### src/rtl/seg7_pkg.sv
// Shared glyph constants and the segment-to-BCD decode for the 7-seg scan decoder.
// SEG7_ALT_GLYPH_EN: when defined, the alternate 6/7/9 glyphs also decode as legal digits.
package seg7_pkg;

  localparam logic [6:0] SEG_BLANK   = 7'h7F;
  localparam logic [3:0] BCD_INVALID = 4'hF;

  // Active-low, bit6 = g .. bit0 = a
  localparam logic [6:0] GLYPH_0 = 7'b1000000;
  localparam logic [6:0] GLYPH_1 = 7'b1111001;
  localparam logic [6:0] GLYPH_2 = 7'b0100100;
  localparam logic [6:0] GLYPH_3 = 7'b0110000;
  localparam logic [6:0] GLYPH_4 = 7'b0011001;
  localparam logic [6:0] GLYPH_5 = 7'b0010010;
  localparam logic [6:0] GLYPH_6 = 7'b0000010;
  localparam logic [6:0] GLYPH_7 = 7'b1011000;
  localparam logic [6:0] GLYPH_8 = 7'b0000000;
  localparam logic [6:0] GLYPH_9 = 7'b0011000;

`ifdef SEG7_ALT_GLYPH_EN
  localparam logic [6:0] GLYPH_6_ALT = 7'b0000011;
  localparam logic [6:0] GLYPH_7_ALT = 7'b1111000;
  localparam logic [6:0] GLYPH_9_ALT = 7'b0010000;
`endif

  typedef struct packed {
    logic       legal;
    logic       blank;
    logic [3:0] bcd;
  } seg7_dec_t;

  function automatic seg7_dec_t seg7_to_bcd(input logic [6:0] seg);
    seg7_dec_t r;
    r = '{legal: 1'b1, blank: 1'b0, bcd: BCD_INVALID};
    case (seg)
      GLYPH_0:     r.bcd = 4'd0;
      GLYPH_1:     r.bcd = 4'd1;
      GLYPH_2:     r.bcd = 4'd2;
      GLYPH_3:     r.bcd = 4'd3;
      GLYPH_4:     r.bcd = 4'd4;
      GLYPH_5:     r.bcd = 4'd5;
      GLYPH_6:     r.bcd = 4'd6;
      GLYPH_7:     r.bcd = 4'd7;
      GLYPH_8:     r.bcd = 4'd8;
      GLYPH_9:     r.bcd = 4'd9;
`ifdef SEG7_ALT_GLYPH_EN
      GLYPH_6_ALT: r.bcd = 4'd6;
      GLYPH_7_ALT: r.bcd = 4'd7;
      GLYPH_9_ALT: r.bcd = 4'd9;
`endif
      SEG_BLANK:   r.blank = 1'b1;
      default:     r.legal = 1'b0;
    endcase
    return r;
  endfunction

endpackage

### src/rtl/seg7_stab_filter.sv
// Per-digit stability filter: tracks a candidate pattern, counts repeats and commits
// the decoded code once the pattern has been seen STABLE_CNT times in a row.
module seg7_stab_filter
  import seg7_pkg::*;
#(
  parameter int STABLE_CNT = 3
) (
  input  logic       clock,
  input  logic       reset,
  input  logic       sample,
  input  logic [6:0] seg_in,
  input  seg7_dec_t  dec,
  output logic       commit_evt,
  output logic       commit_bad,
  output logic [3:0] bcd
);

  localparam logic [3:0] STABLE    = 4'(STABLE_CNT);
  localparam logic [3:0] STABLE_M1 = 4'(STABLE_CNT - 1);

  logic [6:0] cand_q, cand_d;
  logic [3:0] count_q, count_d;
  logic [3:0] bcd_q, bcd_d;
  logic       blank_q, blank_d;
  logic       commit;

  always_comb begin
    // NOTE: every variable gets a default first so no path through the block infers a latch.
    cand_d  = cand_q;
    count_d = count_q;
    bcd_d   = bcd_q;
    blank_d = blank_q;
    commit  = 1'b0;
    if (sample) begin
      if (seg_in != cand_q) begin
        cand_d  = seg_in;
        count_d = 4'd1;
      end else if (count_q != STABLE) begin
        count_d = count_q + 4'd1;
        commit  = (count_q == STABLE_M1);
      end
    end
    if (commit) begin
      bcd_d   = dec.bcd;
      blank_d = dec.blank;
    end
  end

  // Only a change of the committed (bcd, blank) code is worth an event
  assign commit_evt = commit && ((dec.bcd != bcd_q) || (dec.blank != blank_q));
  assign commit_bad = commit && !dec.legal;
  assign bcd        = bcd_q;

  always_ff @(posedge clock) begin
    // NOTE: non-blocking assignments so every flop updates from the same pre-edge values.
    if (reset) begin
      cand_q  <= SEG_BLANK;
      count_q <= 4'd0;
      bcd_q   <= BCD_INVALID;
      blank_q <= 1'b0;
    end else begin
      cand_q  <= cand_d;
      count_q <= count_d;
      bcd_q   <= bcd_d;
      blank_q <= blank_d;
    end
  end

endmodule

### src/rtl/seg7_scan_decoder.sv
// Recovers BCD digits from a multiplexed active-low 7-seg bus and publishes changes as events.
// SEG7_ALT_GLYPH_EN (see seg7_pkg) enables the alternate 6/7/9 glyphs.
module seg7_scan_decoder
  import seg7_pkg::*;
#(
  parameter int NUM_DIGITS = 4,
  parameter int STABLE_CNT = 3
) (
  input  logic                    clock,
  input  logic                    reset,
  input  logic                    sample_en,
  input  logic [6:0]              seg_in,
  input  logic [NUM_DIGITS-1:0]   digit_sel,
  output logic                    out_valid,
  input  logic                    out_ready,
  output logic [2:0]              out_idx,
  output logic [3:0]              out_bcd,
  output logic                    out_blank,
  output logic [4*NUM_DIGITS-1:0] digits_bcd,
  output logic                    err_pattern,
  output logic                    err_sel,
  output logic                    overflow,
  input  logic                    err_clr
);

  seg7_dec_t             dec;
  logic                  sel_onehot;
  logic                  sel_bad;
  logic [NUM_DIGITS-1:0] evt;
  logic [NUM_DIGITS-1:0] bad;
  logic                  any_evt;
  logic [2:0]            ev_idx;

  logic       out_valid_q, out_valid_d;
  logic [2:0] out_idx_q, out_idx_d;
  logic [3:0] out_bcd_q, out_bcd_d;
  logic       out_blank_q, out_blank_d;
  logic       err_pattern_q, err_pattern_d;
  logic       err_sel_q, err_sel_d;
  logic       overflow_q, overflow_d;
  logic       ovf_set;

  assign dec        = seg7_to_bcd(seg_in);
  assign sel_onehot = (digit_sel != '0) && ((digit_sel & (digit_sel - NUM_DIGITS'(1))) == '0);
  assign sel_bad    = sample_en && !sel_onehot;

  for (genvar i = 0; i < NUM_DIGITS; i++) begin : g_digit
    seg7_stab_filter #(.STABLE_CNT(STABLE_CNT)) u_filter (
      .clock      (clock),
      .reset      (reset),
      .sample     (sample_en & sel_onehot & digit_sel[i]),
      .seg_in     (seg_in),
      .dec        (dec),
      .commit_evt (evt[i]),
      .commit_bad (bad[i]),
      .bcd        (digits_bcd[4*i +: 4])
    );
  end

  // One-hot select means at most one digit can commit in any cycle
  assign any_evt = |evt;
  always_comb begin
    ev_idx = '0;
    for (int i = 0; i < NUM_DIGITS; i++) begin
      if (evt[i]) ev_idx = 3'(i);
    end
  end

  always_comb begin
    out_valid_d = out_valid_q;
    out_idx_d   = out_idx_q;
    out_bcd_d   = out_bcd_q;
    out_blank_d = out_blank_q;
    ovf_set     = 1'b0;
    if (any_evt) begin
      if (!out_valid_q || out_ready) begin
        out_valid_d = 1'b1;
        out_idx_d   = ev_idx;
        out_bcd_d   = dec.bcd;
        out_blank_d = dec.blank;
      end else begin
        ovf_set = 1'b1;
      end
    end else if (out_valid_q && out_ready) begin
      out_valid_d = 1'b0;
    end
    // A new error in the clear cycle keeps the flag set
    err_pattern_d = (err_pattern_q & ~err_clr) | (|bad);
    err_sel_d     = (err_sel_q & ~err_clr) | sel_bad;
    overflow_d    = (overflow_q & ~err_clr) | ovf_set;
  end

  always_ff @(posedge clock) begin
    if (reset) begin
      out_valid_q   <= 1'b0;
      out_idx_q     <= 3'd0;
      out_bcd_q     <= BCD_INVALID;
      out_blank_q   <= 1'b0;
      err_pattern_q <= 1'b0;
      err_sel_q     <= 1'b0;
      overflow_q    <= 1'b0;
    end else begin
      out_valid_q   <= out_valid_d;
      out_idx_q     <= out_idx_d;
      out_bcd_q     <= out_bcd_d;
      out_blank_q   <= out_blank_d;
      err_pattern_q <= err_pattern_d;
      err_sel_q     <= err_sel_d;
      overflow_q    <= overflow_d;
    end
  end

  assign out_valid   = out_valid_q;
  assign out_idx     = out_idx_q;
  assign out_bcd     = out_bcd_q;
  assign out_blank   = out_blank_q;
  assign err_pattern = err_pattern_q;
  assign err_sel     = err_sel_q;
  assign overflow    = overflow_q;

endmodule

### config.mk
export PLATFORM = sky130hd
export DESIGN_NAME = seg7_scan_decoder
export DESIGN_NICKNAME = d
export VERILOG_FILES = /design/src/rtl/seg7_pkg.sv /design/src/rtl/seg7_stab_filter.sv /design/src/rtl/seg7_scan_decoder.sv
export SDC_FILE = /design/constraint.sdc
export NUM_CORES = 1
export LEC_CHECK = 0
export CORE_UTILIZATION = 35
export DETAILED_ROUTE_END_ITERATION = 7
export GPL_TIMING_DRIVEN = 0
export HOLD_SLACK_MARGIN = 0.12
export PLACE_DENSITY = 0.62
export SETUP_SLACK_MARGIN = 0.2
export SYNTH_ARGS = -nofsm -noshare
export SYNTH_HDL_FRONTEND = slang
export SYNTH_SLANG_ARGS = --single-unit
### constraint.sdc
create_clock -name clock -period 14.3 [get_ports clock]
set_input_delay 4.29 -clock clock [delete_from_list [all_inputs] [get_ports clock]]
set_output_delay 4.29 -clock clock [all_outputs]
set_load 0.1 [all_outputs]
**Yosys cells after proc, flatten, opt, wreduce, memory -nomap -nowiden**

Cells that the tools add are included.

- Add/subtract/negate cells: 5
- Reductions and logical operators: 40
- Bitwise operators: 13
- Mux-type cells: 31
- Eq/ne operators: 31

Operators with widths:

| cell | number |
|---|---|
| $pmux W4 S10 | 1 |
| $mux W4 | 8 |
| $eq A7 B7 Y1 const B | 4 |
| $ne A7 B7 Y1 | 4 |
| $eq A7 B5 Y1 const B | 3 |
| $mux W1 | 20 |
| $reduce_and A2 Y1 | 10 |
| $add A4 B1 Y4 const B | 4 |
| $eq A4 B2 Y1 const B | 4 |
| $ne A4 B2 Y1 const B | 4 |
| $ne A4 B4 Y1 | 4 |
| $eq A7 B6 Y1 const B | 2 |
| $logic_and A1 B1 Y1 | 11 |
| $reduce_or A11 Y1 | 1 |
| $reduce_bool A2 Y1 | 5 |
| $and A1 B1 Y1 | 8 |
| $reduce_or A4 Y1 | 2 |
| $eq A7 B2 Y1 const B | 1 |
| $logic_not A7 Y1 | 1 |
| $mux W3 | 2 |
| $logic_or A1 B1 Y1 | 5 |
| $and A4 B4 Y4 | 1 |
| $logic_not A4 Y1 | 1 |
| $ne A1 B1 Y1 | 4 |
| 6 further kinds | 10 |

- Output and inout bits: 28
- Word-level logic and storage cells: 143
- Input port bits: 16
- Flip-flop bits (word level): 76

**Longest topological paths before layout**

Gate-level depths: netlist of run 1.

- Word-level depth: 11
- Gate-level depth with buffers: 12
- Gate-level depth less buffers: 8

**By module**

Synthesis of run 1 repeated with hierarchy kept, for this count alone.

- Cells, all modules: 500
- Area total of the unflattened synthesis: 4372.9 sq um

By module, submodules not included:

| module | instances | cells an instance | area an instance (sq um) | seq. area each (sq um) |
|---|---|---|---|---|
| seg7_stab_filter | 4 | 99 | 894.6 | 320.3 |
| seg7_scan_decoder | 1 | 104 | 794.5 | 220.2 |

**Least setup slack after synthesis of run 1**

No wires, ideal clock.

- Path kind: in2reg
- Start point: in seg_in[4]
- End point: reg out_blank_q (netlist: out_blank)
- Setup time: 121 ps
- Path buffers: 3
- Data required time: 14179 ps
- Stages: 11
- Arrival: 7359 ps
- Path slack: 6820 ps
- Path through: buf_6 -> or4_4 -> a2111oi_4 -> nor4_2 -> a32o_1 -> buf_6 -> xor2_1 -> o41a_1 -> o41a_1 -> buf_2 -> mux2_4

- Word-level cells in the longest chain between the ends: 7
- Elaborated cells on any way between the ends: 43
- Those cells by class: 22 x eq/ne; 10 x mux; 11 x reduce/logical

Ends and longest elaborated chain:

| item | line | text |
|---|---|---|
| from (decl) | seg7_scan_decoder.sv:12 | `input logic [6:0] seg_in,` |
| $eq A7 B5 Y1, or another cell as far along | seg7_pkg.sv:35 | `case (seg)` |
| $pmux W4 S10 / $mux W1 (equally long branches) | seg7_pkg.sv:35 |  |
| $ne A4 B4 Y1 / $ne A1 B1 Y1 (equally long branches) | seg7_stab_filter.sv:50 | `assign commit_evt = commit && ((dec.bcd != bcd_q) \|\| (dec.blank != blank_q));` |
| $logic_or A1 B1 Y1 | seg7_stab_filter.sv:50 |  |
| $logic_and A1 B1 Y1 | seg7_stab_filter.sv:50 |  |
| $reduce_or A4 Y1 | seg7_scan_decoder.sv:61 | `assign any_evt = \|evt;` |
| $reduce_and A2 Y1 (no line) | n/a |  |
| to (signal assigned) | seg7_scan_decoder.sv:106 | `out_blank_q <= out_blank_d;` |
| to (decl) | seg7_scan_decoder.sv:37 | `logic out_blank_q, out_blank_d;` |

Parallel ways exist; a longest one is shown, timed or not.
A chain may end at the register's enable or synchronous reset.

**Final worst setup path of run 1**

- Start point: in seg_in[3]
- End point: reg out_blank_q (netlist: out_blank)

Same word-level chain as after synthesis.

==> reports/results.ini, run 1 <==
[grt]
grt_pass1_wl_um=14700
grt_pass1_vias=3070
grt_max_degree=13
antenna_found_initial=0
grt_use_total_pct=16.5
overflow=0

[synthesis]
synth.net_count=464
ys_types=48
async_flop_share_pct=0
synth_cells=440
ys_ff_latch=75
synth_warnings=0
netlist_area_um2=3850
synth.avg_cell_area_um2=8.76
synthTopCellsByArea=dfxtp_1 (39%), mux2i_1 (8.8%), xor2_1 (7.7%)
synth_top_area_share_pct=38.9
yosysMostFrequentCell=dfxtp_1
synth-edff-count=0
seq_area_frac_synth_pct=38.9
synth_top_flop_cell=dfxtp_1
synth_common_cells=dfxtp_1 (75), nand2_1 (63), nor2_1 (35)
yosysTopAreaCell=dfxtp_1

[die]
die_w_um=107
design.portCount=44
initial_core_util_pct=36.7
die-area_um2=11400
num_rows=37
coreArea_um2=10500
die_h_um=107

[worst_setup_path]
required_ps=14540
crit_top_cell=o41a_1
cp_max_fo=10
crit_chain=clkdlybuf4s50_1 -> buf_1 -> clkbuf_1 -> xnor2_1 -> nand4_1 -> nor4_1 -> nand4b_1 -> nor2_1 -> o41a_1 -> o41a_1 -> buf_2 -> mux2_4
cp.arrival_ps=8480
critPathKind=in2reg
end_kind=register
crit_path_max_incr_delay_ps=720
cp-start-kind=input port
path_buf_inv=4
slowest_stage=nor4_1
critPathTopFamily=simple AND/OR/NAND/NOR gates

[place]
dp_slack_ps=5710
placedCellCount=612
hpwl_um=6520
gp_congestion=0.773
io_buffers=36

[clock_network]
clkSlewWorstSetupHoldPaths_ps=80
cts_buffers=9
clock_path_buffers=2
cts_tree=yes
ctsHoldBuffers=0
cts_setup_buffers=0
clk_latency_ps=350
cts_htree_levels=3
cts.repair.resized=0
root_buffer=clkbuf_8
cts.sinks=75

[outcome]
status=finished, final reports clean

[sta]
period_needed_ps=8250
worstMarginPinSlew_ps=1380
tns_ps=0
period_share_pct=57.7
finalHoldWorstSlack_ps=484
drv_slew=0
fin_ws_ps=6050
rsz0062_at_grt=false
finClkSkew_ps=10.3
fmax_mhz=121
hold_viol=0
slew_headroom_pct=6.97
setup_viol=0

[final_layout]
areaGrowthSynthToFinish_pct=19.0
drive_above_1_share_pct=5.70
final_cells=627
final_nets=511
antenna_cells=0

[routing]
drc=0
via_per_inst=5.11
drt_iter0_markers=140
drtAntennaViolNets=0
first_pass_iters=4
drt-total-wl_um=8980
vias=3203
wl_per_cell_um=14.3

[pwr]
vdd_drop_max_v=0.0000419
power.leakage_nw=1.72
power_density_nw_per_um2=93.8
power_mw=0.430

[min_path]
hold_class=reg2reg

[flow_run]
drv_cap=0

==> placed cells by master (no fill, tap or decap), types with 4 or more instances in the layout <==
master	n
ha_1	8
xor2_1	34
clkbuf_8	11
a21oi_1	10
o211ai_1	10
nor3_1	12
nand4_1	10
a31oi_1	4
clkdlybuf4s50_1	36
nand4b_1	4
nor2_1	35
mux2i_1	34
nor2b_1	4
o41a_1	4
nand3_1	19
inv_1	10
xnor2_1	24
nand2b_1	5
clkbuf_1	20
nand2_1	63
o21ai_0	7
nor4_1	8
dfxtp_1	75
==> worst paths after layout <==
check,from,end,slack [ps],depth (start not counted)
max,seg_in[3],out_blank,6050,12
min,out_idx[0],out_idx[0],480,2
min reg2reg,out_idx[0],out_idx[0],480,2
max reg2reg,g_digit[0].u_filter.cand_q[1],out_blank,11030,9
==> state kept, by name, summed over array words and instances (netlist names) <==
name and count:
g_digit.u_filter.blank_q 4, err_pattern 1, out_bcd 4, g_digit.u_filter.bcd 16, g_digit.u_filter.cand_q 28, overflow 1, out_blank 1, out_idx 2
err_sel 1, g_digit.u_filter.count_q 16, out_valid 1
==> metrics by stage <==
step	utilization [%]	instance area (um2)
global placement	41.7	4390
floorplan	-	3850
global route	43.6	4590
detailed placement	41.7	4390
CTS	43.6	4590
finish	43.6	4590
==> cell families (layout without fill, tap and decap cells) <==
kind of cell               Yosys count  in the layout  synth area share, %
and+or+nand+nor                    178            178                 22.6
DFF                                 75             75                 38.9
xor gates and xnor gates            58             58                 13.2
AOI/OAI and AO/OA                   48             48                 9.25
buffers and inverters               37             88                 4.15
muxes                               35             35                 9.22
adders and majority gates            8              8                 2.60
other                                1              1               0.0973
==> where the power goes <==
group | total [mW] | internal [mW] | switching [mW] | leakage, nW
combinational | 0.0463 | 0.0173 | 0.0290 | 1.01
clock | 0.168 | 0.0889 | 0.0786 | 0.0974
sequential | 0.217 | 0.213 | 0.00324 | 0.609
==> layout make-up <==
type / count / area [um2]
fillers: 1045 / 5920
multi-input cells: 328 / 2190
flip-flops and latches: 75 / 1500
repair buffers: 36 / 360
well taps: 136 / 170
clock buffers: 11 / 151
plain buffers: 27 / 123
clock inverters: 4 / 50.0
inverters: 10 / 37.5
==> layer usage <==
layer	global-route usage, %	up-vias	share of wire, %	wire length (um)
met2	26.6	62	46	4160
met5	0	-	0	0
met3	2.92	14	3.7	328
met4	7.63	0	2.3	211
li1	-	1621	-	-
met1	21.2	1506	48	4290
==> worst register-to-register path, delay by kind of cell, from the launching register on <==
family | cells | cell delay, ps
AND/OR/NAND/NOR | 4 | 1640
AO/OA/AOI/OAI | 2 | 470
flip-flops | 1 | 320
multiplexers | 1 | 320
buffers and inverters | 1 | 220
XOR/XNOR | 1 | 170
Note: power is estimated with default switching activity, not from simulation.
==> run 2, diff against run 1 <==
- clock period: 14.3 -> 8.3 ns (I/O delays scaled with it)
==> results of run 2 <==
Same layout as run 1 (identical final DEF). Status: finished, final reports clean.
Main changes from that run: setup slack after placement 5710 ps -> 1510 ps; setup slack after layout 6050 ps -> 1850 ps; register-to-register setup slack 11030 ps -> 5030 ps; total power 0.430 mW -> 0.742 mW; worst IR drop on VDD 0.0000419 V -> 0.0000723 V
==> run 3, diff against run 2 <==
- PLACE_DENSITY: 0.62 -> 0.64
- clock period: 8.3 -> 5.6 ns (I/O delays scaled with it)
==> run 3 against run 2 <==
  * Flip-flop and latch count unchanged
  * Core utilization up 0.68 points
  * Count of clock-buffer cells in the layout down 2
  * Clock skew up 0.51 ps
  * Via count down 1.0%
  * Hold slack about the same
  * Sequential power up 48%
  * Wire length down 0.59%
  * Power up 54%
  * Largest power group unchanged
  * Cell count up 0.16%
  * First-iteration DRC count down 17%
  * Highest routed layer unchanged
  * Final area up 1.6%
==> reports/results.ini, run 3 (synthesis results as in run 1) <==
[grt]
grt_max_degree=15  ; +2
grt_pass1_wl_um=14400  ; -2.0%
grt_pass1_vias=2959  ; -3.6%
grt_use_total_pct=16.2  ; -0.24 points
antenna_found_initial=0  ; unchanged
overflow=0  ; unchanged

[outcome]
status=finished, final reports clean

[final_layout]
drive_above_1_share_pct=7.72  ; +2.0 points
areaGrowthSynthToFinish_pct=20.8
regMostFlops=g_digit.u_filter.cand_q
antenna_cells=0  ; unchanged
final_nets=511  ; unchanged
final_area_um2=4660  ; +1.6%
final_cell_mix=dfxtp_1 (75), nand2_1 (63), clkdlybuf4s50_1 (36), xor2_1 (34), mux2i_1 (34)
largest_reg_flops=28  ; unchanged
layout_commonest_cell=dfxtp_1

[clock_network]
ctsHoldBuffers=0  ; unchanged
cts.sinks=75  ; unchanged
clock_path_buffers=2  ; unchanged
root_buffer=clkbuf_8
cts_tree=yes
cts_htree_levels=3  ; unchanged
cts_buffers=9  ; unchanged
clk_latency_ps=350  ; about the same
cts_setup_buffers=0  ; unchanged
cts.repair.resized=4  ; +4
clkSlewWorstSetupHoldPaths_ps=80  ; about the same

[pwr]
pwr-share-seq_pct=48.3  ; -2.0 points
p_int_mw=0.844
p_clk_share_pct=41.2  ; +2.3 points
p_sw_mw=0.301
power_density_nw_per_um2=246
p_sw_share_pct=26.3
comb_power_share_pct=10.5  ; -0.2 points
vdd_drop_max_v=0.000139
power.leakage_nw=1.75  ; +1.6%
power_mw=1.15

[flow_run]
drv_cap=0  ; unchanged

[worst_setup_path]
cp.arrival_ps=5430
cp_max_fo=10  ; unchanged
crit_top_cell=nand4_1
required_ps=5840
slowest_stage=clkdlybuf4s50_1
crit_chain=clkdlybuf4s50_1 -> buf_1 -> xor2_1 -> nor4_1 -> nand4_1 -> nor2_1 -> nand4_1 -> a41oi_2 -> o41a_1 -> buf_2 -> mux2_4
cp-start-kind=input port
critPathKind=in2reg
crit_path_max_incr_delay_ps=560  ; -160 ps
end_kind=register

[sta]
setup_viol=0  ; unchanged
finClkSkew_ps=10.8  ; +0.508 ps
period_needed_ps=5190
fmax_mhz=193
drv_slew=0  ; unchanged
slew_headroom_pct=34.9  ; +28 points
rsz0062_at_grt=false
worstMarginPinSlew_ps=973  ; -412 ps
hold_viol=0  ; unchanged
period_share_pct=92.7
fin_ws_ps=409

[die]
design.portCount=44  ; unchanged
num_rows=37  ; unchanged
die_h_um=107  ; unchanged
die-area_um2=11400  ; unchanged
coreArea_um2=10500  ; unchanged
initial_core_util_pct=36.7  ; unchanged
die_w_um=107  ; unchanged

[place]
postPlaceCellArea_um2=4390  ; unchanged
gp_congestion=0.755  ; -2.3%
dp_slack_ps=-359
hpwl_um=6460  ; -0.94%
io_buffers=36  ; unchanged

[routing]
vias=3171  ; -1.0%
drt_iter0_markers=116  ; -17%
drtAntennaViolNets=0  ; unchanged
first_pass_iters=4  ; unchanged
drc=0  ; unchanged
wl_per_cell_um=14.2  ; -0.75%
via_per_inst=5.05  ; -1.2%
drt-total-wl_um=8930  ; -0.59%

[min_path]
hold_class=reg2reg

## run 3: power by group through the flow
stage | logic, mW | registers [mW] | clock network [mW]
after floorplan | 0.0822 | 0.568 | 0
after global placement | 0.115 | 0.565 | 0
after detailed placement | 0.117 | 0.566 | 0
after CTS | 0.119 | 0.553 | 0.481
after global routing | 0.132 | 0.555 | 0.503
final | 0.120 | 0.553 | 0.472
## run 3: through the flow
step,cells,utilization [%],TNS [ps],hold slack [ps]
global placement,612,41.7,-428,468
CTS,628,44.0,0,489
detailed placement,612,41.7,-1460,477
finish,628,44.3,0,483
floorplan,440,-,0,459
global route,628,44.3,0,507
## run 3: metal layers
layer  vias to the layer above  GRT usage [%]  routed length [um]  part of all wire [%]
met4                         0           5.87                 135                   1.5
li1                       1612              -                   -                     -
met2                        55           27.1                4300                    48
met5                         -              0                   0                     0
met3                         9           2.98                 342                   3.8
met1                      1495           20.8                4150                    47
## run 3: area by class of cell
cell class                 instances  area (um2)
multi-input combinational        328        2240
clock buffer                       9         124
inverter                          10        37.5
fill                            1010        5850
sequential                        75        1500
tap                              136         170
timing repair buffer              36         360
clock inverter                     7         100
buffer                            27         124
## run 3: worst max-delay path: cells and delay by family
kind                      cells  cell delay (ps)
AOI/OAI and AO/OA             2              680
xor gates and xnor gates      1              140
buffers and inverters         3             1300
muxes                         1              320
and+or+nand+nor               4             1300
## run 3: worst paths after layout
path                                                     from                             to  slack, ps  cells past startpoint
worst min register to register  g_digit[3].u_filter.cand_q[4]  g_digit[3].u_filter.cand_q[4]        480                      2
worst max-delay path                                seg_in[5]                      out_blank        410                     11
worst max register to register  g_digit[3].u_filter.cand_q[5]                      out_blank       2470                      9
worst min-delay path            g_digit[3].u_filter.cand_q[4]  g_digit[3].u_filter.cand_q[4]        480                      2
==> edit (settings of run 3) <==
Compare `count_q` against `STABLE_M1` with >= in place of ==.
--- a/src/rtl/seg7_stab_filter.sv
+++ b/src/rtl/seg7_stab_filter.sv
@@ -38,5 +38,5 @@
       end else if (count_q != STABLE) begin
         count_d = count_q + 4'd1;
-        commit  = (count_q == STABLE_M1);
+        commit  = (count_q >= STABLE_M1);
       end
     end
Function: no difference found for any inputs over 4 cycles, from zero or initial values and one cycle with reset high; that may be too few to reach the edited logic, so the function may still have changed.
==> edit against run 3 <==
Global-route usage grew 0.50 points; total power rose by 5.5%; register-to-register slack better by 0.46 ns; setup slack improved by 0.46 ns; wire length increased by 5.9%; count of clock-buffer cells in the layout is the same; first-iteration DRC count rose by 46%; cell area grew 3.2%; sequential cell count unchanged; clock skew down 0.0037 ns; area after synthesis increased by 3.4%; non-clock buffer count increased by 1; core utilization decreased by 0.57 points; critical endpoint is now out_idx[1]$_SDFFE_PP0P_.
==> edit: results <==
metrics = {
    "placement": {
        "post-place-ws_ns": 0.548,
        "place_area_um2": 4510,
        "dp_hpwl_um": 6930,
        "io_buffers": 34,
    },
    "critical_path": {
        "reg2reg_setup_slack_ns": 2.93,
        "regToRegStartpoint": "g_digit[1].u_filter.count_q[0]$_SDFFE_PP0P_",
        "cp-startpoint": "seg_in[3]",
        "crit_family": "simple AND/OR/NAND/NOR gates",
    },
    "run_status": {
        "status": "complete, no violations",
    },
    "clock_network": {
        "cts.repair.resized": 0,
        "clk_pin_slew_ns": 0.06,
        "worst_skew_pair.late_latency_ns": 0.33,
    },
    "synth": {
        "synthTopCellsByCount": "dfxtp_1 (75), nand2_1 (72), nor2_1 (50)",
        "synthMuxAreaShare": 0.0829,
        "synth_xor_area_frac": 0.112,
        "synth_compound_area_frac": 0.112,
    },
    "global_routing": {
        "first_global_vias": 3046,
        "grt_pass1_wl_um": 15000,
    },
    "pwr": {
        "ir_drop_uv": 115,
        "powerClk_uw": 569,
    },
    "drt": {
        "viasPerCell": 5.16,
        "wl_um": 9450,
    },
    "sta": {
        "final.setup_skew_ns": 0.00716,
        "max_freq_mhz": 212,
    },
    "final_layout": {
        "fin_nets": 539,
    },
}
[edit: changes by cell type after synthesis, sizes merged, moves of 6 or more]
cell | before | now
a21oi | 10 | 19
a31o | 0 | 6
buf | 7 | 13
nand2 | 63 | 73
nor2 | 35 | 50
o21ai | 7 | 15
[edit: worst min-delay path by stage]
stage                                                     from                                         end  slack [ns]  cells after the start
finish                                      err_sel$_SDFF_PP0_                          err_sel$_SDFF_PP0_        0.48                      2
global route                                err_sel$_SDFF_PP0_                          err_sel$_SDFF_PP0_        0.50                      2
CTS                                         err_sel$_SDFF_PP0_                          err_sel$_SDFF_PP0_        0.47                      2
detailed placement                          err_sel$_SDFF_PP0_                          err_sel$_SDFF_PP0_        0.46                      2
global placement                            err_sel$_SDFF_PP0_                          err_sel$_SDFF_PP0_        0.46                      2
floorplan           g_digit[3].u_filter.cand_q[4]$_SDFFE_PP1P_  g_digit[3].u_filter.cand_q[4]$_SDFFE_PP1P_        0.46                      2
[edit: layout make-up]
type	count	area (um2)
plain buffers	30	140
repair buffers	34	340
fillers	1074	6180
clock inverters	7	68.8
inverters	7	26.3
well taps	140	175
multi-input cells	358	2330
clock buffers	9	225
flip-flops and latches	75	1500
[edit: tightest hold or removal path: stages (launching register included)]
cell,delay (ns)
dfxtp_1,0.31
nand2b_1,0.06
a21oi_1,0.06
[edit: through the flow]
step | power, uW | utilization
after global placement | 649 | 0.410
after detailed placement | 650 | 0.410
after global routing | 1250 | 0.438
final | 1210 | 0.438
after floorplan | 623 | -
after CTS | 1220 | 0.437
[edit: routing by layer]
metal  wire length [um]  global-route usage  vias up  part of all wire
li1                   -                   -     1704                 -
met1               4660               0.227     1615              0.49
met2               4290               0.256       73              0.45
met3                344              0.0365       13             0.036
met4                156              0.0676        0             0.017
met5                  0                   0        -                 0
